--- config.mk ---
export PLATFORM = sky130hd
export DESIGN_NAME = output_periph_ctrl
export DESIGN_NICKNAME = d
export VERILOG_FILES = /design/src/rtl/output_periph_ctrl.sv
export SDC_FILE = /design/constraint.sdc
export NUM_CORES = 1
export LEC_CHECK = 0
export BUFFER_PORTS_ARGS = -buffer_cell sky130_fd_sc_hd__buf_4
export CORE_MARGIN = 2
export CORE_UTILIZATION = 30
export DETAILED_ROUTE_END_ITERATION = 10
export GPL_TIMING_DRIVEN = 0
export PLACE_DENSITY = 0.45
export RECOVER_POWER = 25
export SLEW_MARGIN = 25
export SYNTH_ARGS = -nofsm -noshare
export SYNTH_HDL_FRONTEND = slang
export SYNTH_HIERARCHICAL = 1
export SYNTH_SLANG_ARGS = --single-unit
--- constraint.sdc ---
create_clock -name i_clk -period 10.56 [get_ports i_clk]
set_clock_uncertainty 0.1 [all_clocks]
set_input_delay 1.584 -clock i_clk [delete_from_list [all_inputs] [get_ports i_clk]]
set_output_delay 1.584 -clock i_clk [all_outputs]
set_load 0.005 [all_outputs]
--- src/rtl/output_periph_ctrl.sv ---
// Memory-mapped LED/7-seg/LCD output peripheral (optional HEX_DECODE_EN: nibble storage with 7-seg decode).
// Latency: register stores land on the write edge; loads are combinational; LCD EN rises 3 edges after a push from idle.
// Backpressure: none toward the core; LCD pushes into a full FIFO are dropped and flag a sticky overflow.

module output_periph_fifo #(
    parameter int W     = 32,
    parameter int DEPTH = 8
) (
    input  logic                       i_clk,
    input  logic                       i_rst,
    input  logic                       push_vld,
    input  logic [W-1:0]               push_dat,
    input  logic                       pop_rdy,
    output logic [W-1:0]               head_dat,
    output logic [$clog2(DEPTH):0]     count,
    output logic                       full,
    output logic                       empty
);
    localparam int AW = $clog2(DEPTH);

    logic [W-1:0]  mem [DEPTH];
    logic [AW-1:0] wr_ptr, rd_ptr;
    logic          push_ok, pop_ok;

    assign full     = (count == (AW+1)'(DEPTH));
    assign empty    = (count == '0);
    // A push is judged against the pre-pop fill level, so a full FIFO drops it even on a pop cycle.
    assign push_ok  = push_vld && !full;
    assign pop_ok   = pop_rdy && !empty;
    assign head_dat = mem[rd_ptr];

    always_ff @(posedge i_clk) begin
        if (push_ok) mem[wr_ptr] <= push_dat;
    end

    always_ff @(posedge i_clk or posedge i_rst) begin
        if (i_rst) begin
            wr_ptr <= '0;
            rd_ptr <= '0;
            count  <= '0;
        end else begin
            if (push_ok) wr_ptr <= wr_ptr + 1'b1;
            if (pop_ok)  rd_ptr <= rd_ptr + 1'b1;
            count <= count + (AW+1)'(push_ok) - (AW+1)'(pop_ok);
        end
    end
endmodule

module output_periph_ctrl #(
    parameter int LEDR_W         = 18,
    parameter int LEDG_W         = 9,
    parameter int NUM_HEX        = 8,
    parameter int LCD_FIFO_DEPTH = 8,
    parameter int LCD_SETUP_CYC  = 2,
    parameter int LCD_STROBE_CYC = 12,
    parameter int LCD_HOLD_DEF   = 50
) (
    input  logic                 i_clk,
    input  logic                 i_rst,
    input  logic [15:0]          i_addr,
    input  logic [31:0]          i_wr_data,
    input  logic                 i_wr_en,
    input  logic [3:0]           i_bmask,
    output logic [31:0]          o_ld_data,
    output logic [LEDR_W-1:0]    o_io_ledr,
    output logic [LEDG_W-1:0]    o_io_ledg,
    output logic [7*NUM_HEX-1:0] o_io_hex,
    output logic [31:0]          o_io_lcd,
    output logic                 o_lcd_busy
);
    localparam int CW = $clog2(LCD_FIFO_DEPTH) + 1;
`ifdef HEX_DECODE_EN
    localparam int HW = 5;
`else
    localparam int HW = 7;
`endif

    typedef enum logic [1:0] {S_IDLE, S_SETUP, S_STROBE, S_HOLD} state_t;

    logic [LEDR_W-1:0] ledr_q;
    logic [LEDG_W-1:0] ledg_q;
    logic [HW-1:0]     hex_q [NUM_HEX];
    logic [15:0]       hold_q;
    logic              ovf_q;
    logic [30:0]       lcd_q;
    logic [15:0]       cnt_q;
    state_t            state_q, state_d;
    logic              en, pop;
    logic [30:0]       fifo_head;
    logic [CW-1:0]     fifo_count;
    logic              fifo_full, fifo_empty, push_req;
    logic              a_ledr, a_ledg, a_hex, a_lcd, a_stat, a_hold;

    assign a_ledr   = (i_addr == 16'h7000);
    assign a_ledg   = (i_addr == 16'h7010);
    assign a_hex    = (i_addr[15:4] == 12'h702) && (int'(i_addr[3:0]) < NUM_HEX);
    assign a_lcd    = (i_addr == 16'h7030);
    assign a_stat   = (i_addr == 16'h7034);
    assign a_hold   = (i_addr == 16'h7038);
    assign push_req = i_wr_en && a_lcd && (|i_bmask);

    function automatic logic [31:0] merge(input logic [31:0] old, input logic [31:0] dat,
                                          input logic [3:0] m);
        merge = old;
        for (int b = 0; b < 4; b++)
            if (m[b]) merge[8*b +: 8] = dat[8*b +: 8];
    endfunction

`ifdef HEX_DECODE_EN
    function automatic logic [6:0] seg7(input logic [3:0] n);
        case (n)
            4'h0: seg7 = 7'h40;  4'h1: seg7 = 7'h79;  4'h2: seg7 = 7'h24;  4'h3: seg7 = 7'h30;
            4'h4: seg7 = 7'h19;  4'h5: seg7 = 7'h12;  4'h6: seg7 = 7'h02;  4'h7: seg7 = 7'h78;
            4'h8: seg7 = 7'h00;  4'h9: seg7 = 7'h10;  4'hA: seg7 = 7'h08;  4'hB: seg7 = 7'h03;
            4'hC: seg7 = 7'h46;  4'hD: seg7 = 7'h21;  4'hE: seg7 = 7'h06;  default: seg7 = 7'h0E;
        endcase
    endfunction
`endif

    always_ff @(posedge i_clk or posedge i_rst) begin
        if (i_rst) begin
            ledr_q <= '0;
            ledg_q <= '0;
            for (int k = 0; k < NUM_HEX; k++) hex_q[k] <= '0;
            hold_q <= 16'(LCD_HOLD_DEF);
            ovf_q  <= 1'b0;
        end else begin
            if (i_wr_en && a_ledr) ledr_q <= LEDR_W'(merge(32'(ledr_q), i_wr_data, i_bmask));
            if (i_wr_en && a_ledg) ledg_q <= LEDG_W'(merge(32'(ledg_q), i_wr_data, i_bmask));
            if (i_wr_en && a_hold) hold_q <= 16'(merge(32'(hold_q), i_wr_data, i_bmask));
            for (int k = 0; k < NUM_HEX; k++)
                if (i_wr_en && a_hex && i_bmask[0] && (i_addr[3:0] == 4'(k)))
                    hex_q[k] <= i_wr_data[HW-1:0];
            if (push_req && fifo_full)
                ovf_q <= 1'b1;
            else if (i_wr_en && a_stat && i_bmask[2] && i_wr_data[16])
                ovf_q <= 1'b0;
        end
    end

    output_periph_fifo #(.W(31), .DEPTH(LCD_FIFO_DEPTH)) u_lcd_fifo (
        .i_clk    (i_clk),
        .i_rst    (i_rst),
        .push_vld (push_req),
        .push_dat ({i_wr_data[31:11], i_wr_data[9:0]}),
        .pop_rdy  (pop),
        .head_dat (fifo_head),
        .count    (fifo_count),
        .full     (fifo_full),
        .empty    (fifo_empty)
    );

    // Bit 10 is never stored: EN is spliced back in from the sequencer state.
    always_ff @(posedge i_clk or posedge i_rst) begin
        if (i_rst) begin
            state_q <= S_IDLE;
            cnt_q   <= '0;
            lcd_q   <= '0;
        end else begin
            state_q <= state_d;
            if (pop) lcd_q <= fifo_head;
            case (state_q)
                S_IDLE:   cnt_q <= 16'(LCD_SETUP_CYC - 1);
                S_SETUP:  cnt_q <= (cnt_q == '0) ? 16'(LCD_STROBE_CYC - 1) : cnt_q - 16'd1;
                S_STROBE: cnt_q <= (cnt_q == '0) ? hold_q - 16'd1 : cnt_q - 16'd1;
                default:  cnt_q <= cnt_q - 16'd1;
            endcase
        end
    end

    always_comb begin
        state_d = state_q;
        case (state_q)
            S_IDLE:   if (!fifo_empty) state_d = S_SETUP;
            S_SETUP:  if (cnt_q == '0) state_d = S_STROBE;
            S_STROBE: if (cnt_q == '0) state_d = (hold_q == '0) ? S_IDLE : S_HOLD;
            default:  if (cnt_q == '0) state_d = S_IDLE;
        endcase
    end

    always_comb begin
        en         = (state_q == S_STROBE);
        pop        = (state_q == S_IDLE) && !fifo_empty;
        o_lcd_busy = (state_q != S_IDLE) || !fifo_empty;
    end

    assign o_io_lcd  = {lcd_q[30:10], en, lcd_q[9:0]};
    assign o_io_ledr = ledr_q;
    assign o_io_ledg = ledg_q;

    always_comb begin
        o_io_hex = '0;
        for (int k = 0; k < NUM_HEX; k++) begin
`ifdef HEX_DECODE_EN
            o_io_hex[7*k +: 7] = hex_q[k][4] ? 7'h7F : seg7(hex_q[k][3:0]);
`else
            o_io_hex[7*k +: 7] = hex_q[k];
`endif
        end
    end

    always_comb begin
        o_ld_data = '0;
        if (a_ledr) o_ld_data = 32'(ledr_q);
        if (a_ledg) o_ld_data = 32'(ledg_q);
        if (a_stat) o_ld_data = {15'b0, ovf_q, o_lcd_busy, fifo_full, fifo_empty, 6'b0, 7'(fifo_count)};
        if (a_hold) o_ld_data = {16'b0, hold_q};
        for (int k = 0; k < NUM_HEX; k++)
            if (a_hex && (i_addr[3:0] == 4'(k))) o_ld_data = 32'(hex_q[k]);
    end
endmodule

==> results of run 1 <==
[cells in the final DEF (no fill, tap or decap), drive strengths merged, types with 5 or more instances in the layout]
cell type  count
a21oi         20
a22o           6
and2           6
buf          220
clkbuf       123
clkinv        13
conb          14
dfrtp        156
edfxtp       248
ha            10
inv           20
mux2         165
mux2i         17
mux4          63
nand2         30
nand3         10
nand4         16
nor2          37
nor2b          6
nor3          19
nor3b          6
nor4          12
o21ai         21
o22ai         16
or3            6
or3b           5
or4            9
xnor2         22
xor2           9
[logic make-up (layout without fill, tap and decap cells)]
| kind of cell | Yosys count | count (layout) |
|---|---|---|
| and+or+nand+nor | 185 | 185 |
| xor gates and xnor gates | 31 | 31 |
| DFF | 407 | 407 |
| other | 1 | 15 |
| buffers and inverters | 86 | 382 |
| muxes | 245 | 245 |
| adders and majority gates | 12 | 12 |
| AOI/OAI and AO/OA | 97 | 97 |
[how the worst max path moves through the flow]
| stage | cells past startpoint | startpoint | to | slack (ps) |
|---|---|---|---|---|
| floorplan | 1 | i_rst | cnt_q[0] | 4870 |
| global placement | 7 | i_addr[9] | u_lcd_fifo/mem[0][25] | 1730 |
| detailed placement | 8 | i_addr[1] | o_ld_data[4] | 4670 |
| CTS | 8 | i_addr[1] | o_ld_data[4] | 4670 |
| global route | 8 | i_addr[1] | o_ld_data[4] | 4530 |
| finish | 8 | i_addr[1] | o_ld_data[4] | 4710 |
[report_power, final]
| part | internal (W) | switching, W |
|---|---|---|
| clock | 0.000938 | 0.000662 |
| sequential | 0.00180 | 0.0000845 |
| combinational | 0.000489 | 0.000426 |
| total | 0.00323 | 0.00117 |
[flip-flops by register name (all words and copies together), names as in the netlist, 2 cells and up]
signal,count
hold_q,16
cnt_q,16
u_lcd_fifo/rd_ptr,3
u_lcd_fifo/mem,248
o_io_ledg,9
lcd_q,31
u_lcd_fifo/wr_ptr,3
state_q,2
o_io_ledr,18
u_lcd_fifo/count,4
o_io_hex,56
[metal layers]
metal | part of all wire | vias to the layer above
li1 | - | 4750
met1 | 0.46 | 5441
met2 | 0.46 | 298
met3 | 0.050 | 80
met4 | 0.025 | 0
met5 | 0 | -
[worst max-delay path: cells and delay by family]
| kind | cells | cell delay, ps |
|---|---|---|
| buf+inv | 4 | 1460 |
| mux | 1 | 330 |
| compound gates | 3 | 780 |
[per-stage QoR]
step,util,cells,hold WS [ps],setup slack [ps]
4_1_cts,0.378,2146,411,4670
3_3_place_gp,0.343,2037,392,1730
6_report,0.376,2147,406,4710
3_5_place_dp,0.352,2060,394,4670
5_1_grt,0.376,2146,422,4530
2_1_floorplan,-,1077,367,4870
[final cells by class]
cell class,instances,area share
Clock buffer,67,0.0590
Antenna cell,1,0.000113
Timing Repair Buffer,210,0.0786
Inverter,20,0.00345
Multi-Input combinational cell,584,0.271
Tap cell,773,0.0438
Clock inverter,19,0.00974
Buffer,66,0.0166
Sequential cell,407,0.517
==> impl_metrics.json, run 1 <==
{
  "die_h_um": 247,
  "route.detailed.drc": 0,
  "final_cell_area_um2": 22100,
  "grt_pass1_vias": 11000,
  "die-width_um": 247,
  "netlist.area_leader.share": 0.420,
  "worst_ep_arrival_time_ps": 4170,
  "yosys.area.top_type": "sky130_fd_sc_hd__edfxtp_1",
  "cts.hold.buffers_added": 0,
  "seqCellArea_um2": 11400,
  "post_cts.repair.setup_buffers": 0,
  "timing.critical_path.slowest_stage_cell": "sky130_fd_sc_hd__buf_1",
  "most_frequent_cell_after_synthesis": "sky130_fd_sc_hd__edfxtp_1",
  "fin_nets": 1402,
  "final_max_slew_viol_count": 28,
  "power_per_cell_area_nw_per_um2": 199,
  "routed-via-count": 10600,
  "cell_chosen_for_the_clock_root": "sky130_fd_sc_hd__clkbuf_16",
  "timing.critical_path.cells": "buf_4 -> clkbuf_1 -> buf_1 -> mux2i_1 -> o21ai_0 -> a221oi_1 -> o21ai_0 -> buf_4",
  "numCtsBuffers": 47,
  "maxClockFrequency_ghz": 0.171,
  "post_synth_instance_area_um2": 17700,
  "number_of_antenna_violations_at_the_first_check_in_global_routing": 1,
  "totalNegativeSetupSlack_ps": 0,
  "grt_use_met3": 0.0341,
  "routed_via_density": 4.92,
  "max-slew-margin-rel": -0.0684,
  "remaining_global_route_overflow": 0,
  "route.detailed.wl_per_inst_um": 23.1,
  "share_of_flip_flops_with_an_asynchronous_set_or_reset_after_synthesis": 0.391,
  "grt_first_pass_wirelength_mm": 73.4,
  "setup_repair_after_global_routing_missed_its_margin": "false",
  "synth_compound_area_frac": 0.0360,
  "min_period_ps": 5850,
  "worst_r2r_path_depth": 13,
  "worst_hold_path_type": "reg -> reg",
  "grt_max_degree": 72,
  "boundaryPins": 203,
  "tightest_slew_ps": 1590,
  "worstHoldStart": "lcd_q[13]",
  "groute.usage.overall": 0.163,
  "hold-path-cell-count": 1,
  "cts_resized": 0,
  "detailedRoute.firstPassIterationCount": 5,
  "drive_above_1_share": 0.355,
  "placed_area_um2": 20700,
  "status": "finished with violations",
  "report.final.setup_viol": 0,
  "worst-setup-path-type": "in -> out",
  "design_power_total_w": 0.00440,
  "ys_seq_elements": 407,
  "r2r-start": "u_lcd_fifo/count[2]",
  "worst-r2r-setup-slack_ps": 6750,
  "path_clk_slew_ps": 60,
  "reg2reg_to": "u_lcd_fifo/count[2]",
  "critical_path_required_ps": 8880,
  "vdd_ir_drop_max_v": 0.000126,
  "synth_top_flop_cell": "sky130_fd_sc_hd__edfxtp_1",
  "critical_path_capture_point_type": "output port",
  "area_delta_synth_final_pct": 24.5,
  "drt.antenna.violating_nets": 0,
  "leakage_nw": 8.66,
  "dp.final_hpwl_mm": 34.1,
  "synth_simple_gate_area_share": 0.0635,
  "timing.critical_path.slowest_cell_delay_ps": 650,
  "violations": "capacitance limit, slew limit",
  "yosys-top-cells-area": "sky130_fd_sc_hd__edfxtp_1 42%, sky130_fd_sc_hd__dfrtp_1 22%, sky130_fd_sc_hd__mux2_2 10%",
  "number_of_buffers_on_the_longest_clock_path": 3,
  "multi_input_comb_area_um2": 6000,
  "critical_path_peak_fanout": 10,
  "number_of_enable_flip_flop_cells_after_synthesis": 248,
  "drv_cap": 1,
  "detailedRoute.firstIterationViolations": 614,
  "grt.met2_usage": 0.262,
  "fillers": 5565,
  "synthAdderAreaFrac": 0.00874,
  "design.die.area_um2": 61100,
  "synth.yosys.seq_area_share": 0.644,
  "period_share": 0.554,
  "avgSynthCellArea_um2": 16.7,
  "tritoncts": "done",
  "hold_violations": 0,
  "yosys-mux-area-fraction": 0.207,
  "htreeDepth": 2,
  "start_util": 0.302,
  "place.port_buffers": 187,
  "gpl.final_weighted_congestion": 0.894,
  "combinational_family_with_the_most_area_after_synthesis": "multiplexers",
  "clock-sinks": 407,
  "global_route.usage.met1": 0.223,
  "netlist_instances": 1064,
  "post_synth_xor_xnor_area": 0.0153,
  "synth.lib_cells_used.distinct": 71,
  "startpoint_type": "input pin",
  "placeableCoreArea_um2": 58800,
  "worstHoldEndpoint": "lcd_q[13]",
  "grt.busiest_layer": "met2",
  "insertion_delay_ps": 580,
  "cell_types_with_the_highest_counts_after_synthesis": "248 x sky130_fd_sc_hd__edfxtp_1, 165 x sky130_fd_sc_hd__mux2_2, 156 x sky130_fd_sc_hd__dfrtp_1",
  "ys_warn_count": 6,
  "finalWirelength_mm": 49.5,
  "rows": 89
}
No activity file was read; power rests on OpenSTA's default activity.
==> inputs of run 2 (changes only) <==
Settings changed: PLACE_DENSITY 0.45 to 0.46.
Clock period 10.56 ns to 4.9 ns, I/O delays scaled along.
==> run 2 against run 1 <==
The flow still finishes with violations (capacitance limit, slew limit). Critical endpoint is now o_ld_data[5]. Combinational power is 110% higher. Final cell count is essentially flat. Via count hardly changed. Non-clock buffer count fell by 2. Design area up 0.28%. Sequential cell count stayed put. Hold slack got worse by 250 ps. Clock power increased by 130%. Largest power group unchanged.
==> impl_metrics.json, run 2 (synthesis results as in run 1) <==
{
  "area_delta_synth_final_pct": 24.8,
  "worst_r2r_path_depth": 13,
  "grt.met2_usage": 0.266,
  "power_per_cell_area_nw_per_um2": 438,
  "die_h_um": 247,
  "gpl.final_weighted_congestion": 0.906,
  "most-common-layout-cells": "248 x sky130_fd_sc_hd__edfxtp_1, 183 x sky130_fd_sc_hd__buf_4, 165 x sky130_fd_sc_hd__mux2_2",
  "htreeDepth": 2,
  "maxClockFrequency_ghz": 0.236,
  "cts_resized": 0,
  "grt.busiest_layer": "met2",
  "cts.hold.buffers_added": 0,
  "final_max_slew_viol_count": 29,
  "setup_repair_after_global_routing_missed_its_margin": "false",
  "boundaryPins": 203,
  "finalWirelength_mm": 49.4,
  "report.final.setup_viol": 0,
  "grt_pass1_vias": 11100,
  "path_clk_slew_ps": 60,
  "totalNegativeSetupSlack_ps": 0,
  "dp.final_hpwl_mm": 34.1,
  "final_cell_area_um2": 22200,
  "remaining_global_route_overflow": 0,
  "worst-setup-path-type": "in -> out",
  "critical_path.endpoint": "o_ld_data[5]",
  "num_antenna_cells": 0,
  "insertion_delay_ps": 590,
  "tritoncts": "done",
  "design.die.area_um2": 61100,
  "critical_path_peak_fanout": 10,
  "grt_max_degree": 74,
  "timing.critical_path.cells": "buf_4 -> clkbuf_1 -> buf_1 -> mux2i_1 -> o21ai_0 -> a222oi_1 -> o21ai_0 -> buf_4",
  "whs_ps": 152,
  "drt.antenna.violating_nets": 0,
  "placeableCoreArea_um2": 58800,
  "timing.critical_path.slowest_stage_cell": "sky130_fd_sc_hd__buf_1",
  "number_of_antenna_violations_at_the_first_check_in_global_routing": 0,
  "placed_area_um2": 20600,
  "r2r-start": "u_lcd_fifo/count[2]",
  "routed_via_density": 4.92,
  "max-slew-margin-rel": -0.268,
  "worst_path_dominant_cell_family": "buffers and inverters",
  "start_util": 0.302,
  "drv_cap": 1,
  "final_design_utilization": 0.377,
  "reg2reg_to": "u_lcd_fifo/count[2]",
  "routed-via-count": 10600,
  "vdd_ir_drop_max_v": 0.000242,
  "cp-startpoint": "i_addr[1]",
  "worst_hold_path_type": "in -> async",
  "detailedRoute.firstPassIterationCount": 5,
  "detailedRoute.firstIterationViolations": 714,
  "place.port_buffers": 187,
  "critical_path_capture_point_type": "output port",
  "die-width_um": 247,
  "rows": 89,
  "critical_path_required_ps": 4070,
  "final_common_cell": "sky130_fd_sc_hd__edfxtp_1",
  "status": "finished with violations",
  "worst_ep_arrival_time_ps": 3410,
  "min_period_ps": 4240,
  "largest_register_ffs": 248,
  "hold_violations": 0,
  "tightest_slew_ps": 1890,
  "count_of_buffer_and_inverter_cells_on_the_critical_path": 4,
  "worst-r2r-setup-slack_ps": 1150,
  "grt_first_pass_wirelength_mm": 73.9,
  "startpoint_type": "input pin",
  "number_of_buffers_on_the_longest_clock_path": 3,
  "numCtsBuffers": 48,
  "period_share": 0.866,
  "post_cts.repair.setup_buffers": 0,
  "critical_path_depth": 8,
  "grt_use_met3": 0.0303,
  "timing.critical_path.slowest_cell_delay_ps": 640,
  "drive_above_1_share": 0.360,
  "route.detailed.wl_per_inst_um": 23.0,
  "violations": "capacitance limit, slew limit",
  "leakage_nw": 8.71,
  "fin_nets": 1401,
  "regMostFlops": "u_lcd_fifo/mem",
  "route.detailed.drc": 0,
  "global_route.usage.met1": 0.222,
  "clock-sinks": 407,
  "cell_chosen_for_the_clock_root": "sky130_fd_sc_hd__clkbuf_16",
  "groute.usage.overall": 0.164
}
## run 2: cell count changes in the layout (fill, tap and decap cells not counted)
cell / previous run / this run
sky130_fd_sc_hd__diode_2: 1 / 0
sky130_fd_sc_hd__buf_16: 12 / 10
sky130_fd_sc_hd__clkinv_8: 0 / 1
sky130_fd_sc_hd__buf_4: 181 / 183
sky130_fd_sc_hd__clkinv_2: 8 / 13
sky130_fd_sc_hd__clkbuf_8: 3 / 4
sky130_fd_sc_hd__bufinv_16: 3 / 6
sky130_fd_sc_hd__inv_16: 1 / 0
sky130_fd_sc_hd__buf_6: 10 / 8
sky130_fd_sc_hd__clkbuf_1: 72 / 66
sky130_fd_sc_hd__clkbuf_16: 48 / 49
## run 2: how the worst min path moves through the flow
stage                          from              endpoint  slack (ps)  cells after the start
final                         i_rst  u_lcd_fifo/rd_ptr[1]         150                      2
after global routing          i_rst  u_lcd_fifo/rd_ptr[2]         150                      2
after CTS                     i_rst             lcd_q[18]          20                      2
after detailed placement      ovf_q                 ovf_q         390                      1
after global placement    lcd_q[20]             lcd_q[20]         390                      1
after floorplan               ovf_q                 ovf_q         370                      1
## run 2: stage by stage
stage | power (W) | cells | setup slack (ps)
2_1_floorplan | 0.00538 | 1077 | 61.9
3_3_place_gp | 0.00612 | 2037 | -3120
3_5_place_dp | 0.00616 | 2058 | 450
4_1_cts | 0.00991 | 2148 | 749
5_1_grt | 0.0102 | 2148 | 613
6_report | 0.00971 | 2148 | 659
## run 2: cell type report
class / instances / area (um^2)
fill: 5607 / 36600
sequential: 407 / 11400
multi-input combinational: 584 / 6000
timing repair buffer: 208 / 1670
clock buffer: 63 / 1320
tap: 773 / 967
buffer: 66 / 367
clock inverter: 27 / 327
inverter: 20 / 76.3
## run 2: worst register-to-register path, delay by kind of cell (launching register included)
family | cells | cell delay, ps
buffers and inverters | 5 | 970
flip-flops | 1 | 380
adder cells (fa/ha/maj) | 4 | 980
XOR/XNOR | 1 | 140
AND/OR/NAND/NOR | 3 | 1080
## run 2: metal layers
layer	wire, um	share of wire
met4	1290	0.026
met1	22400	0.45
met5	0	0
met3	2330	0.047
met2	23400	0.47
## run 2: where the power goes
group          switching (W)  internal (W)
Clock                0.00147       0.00222
Combinational       0.000901       0.00105
Sequential          0.000187       0.00388
Total                0.00256       0.00715
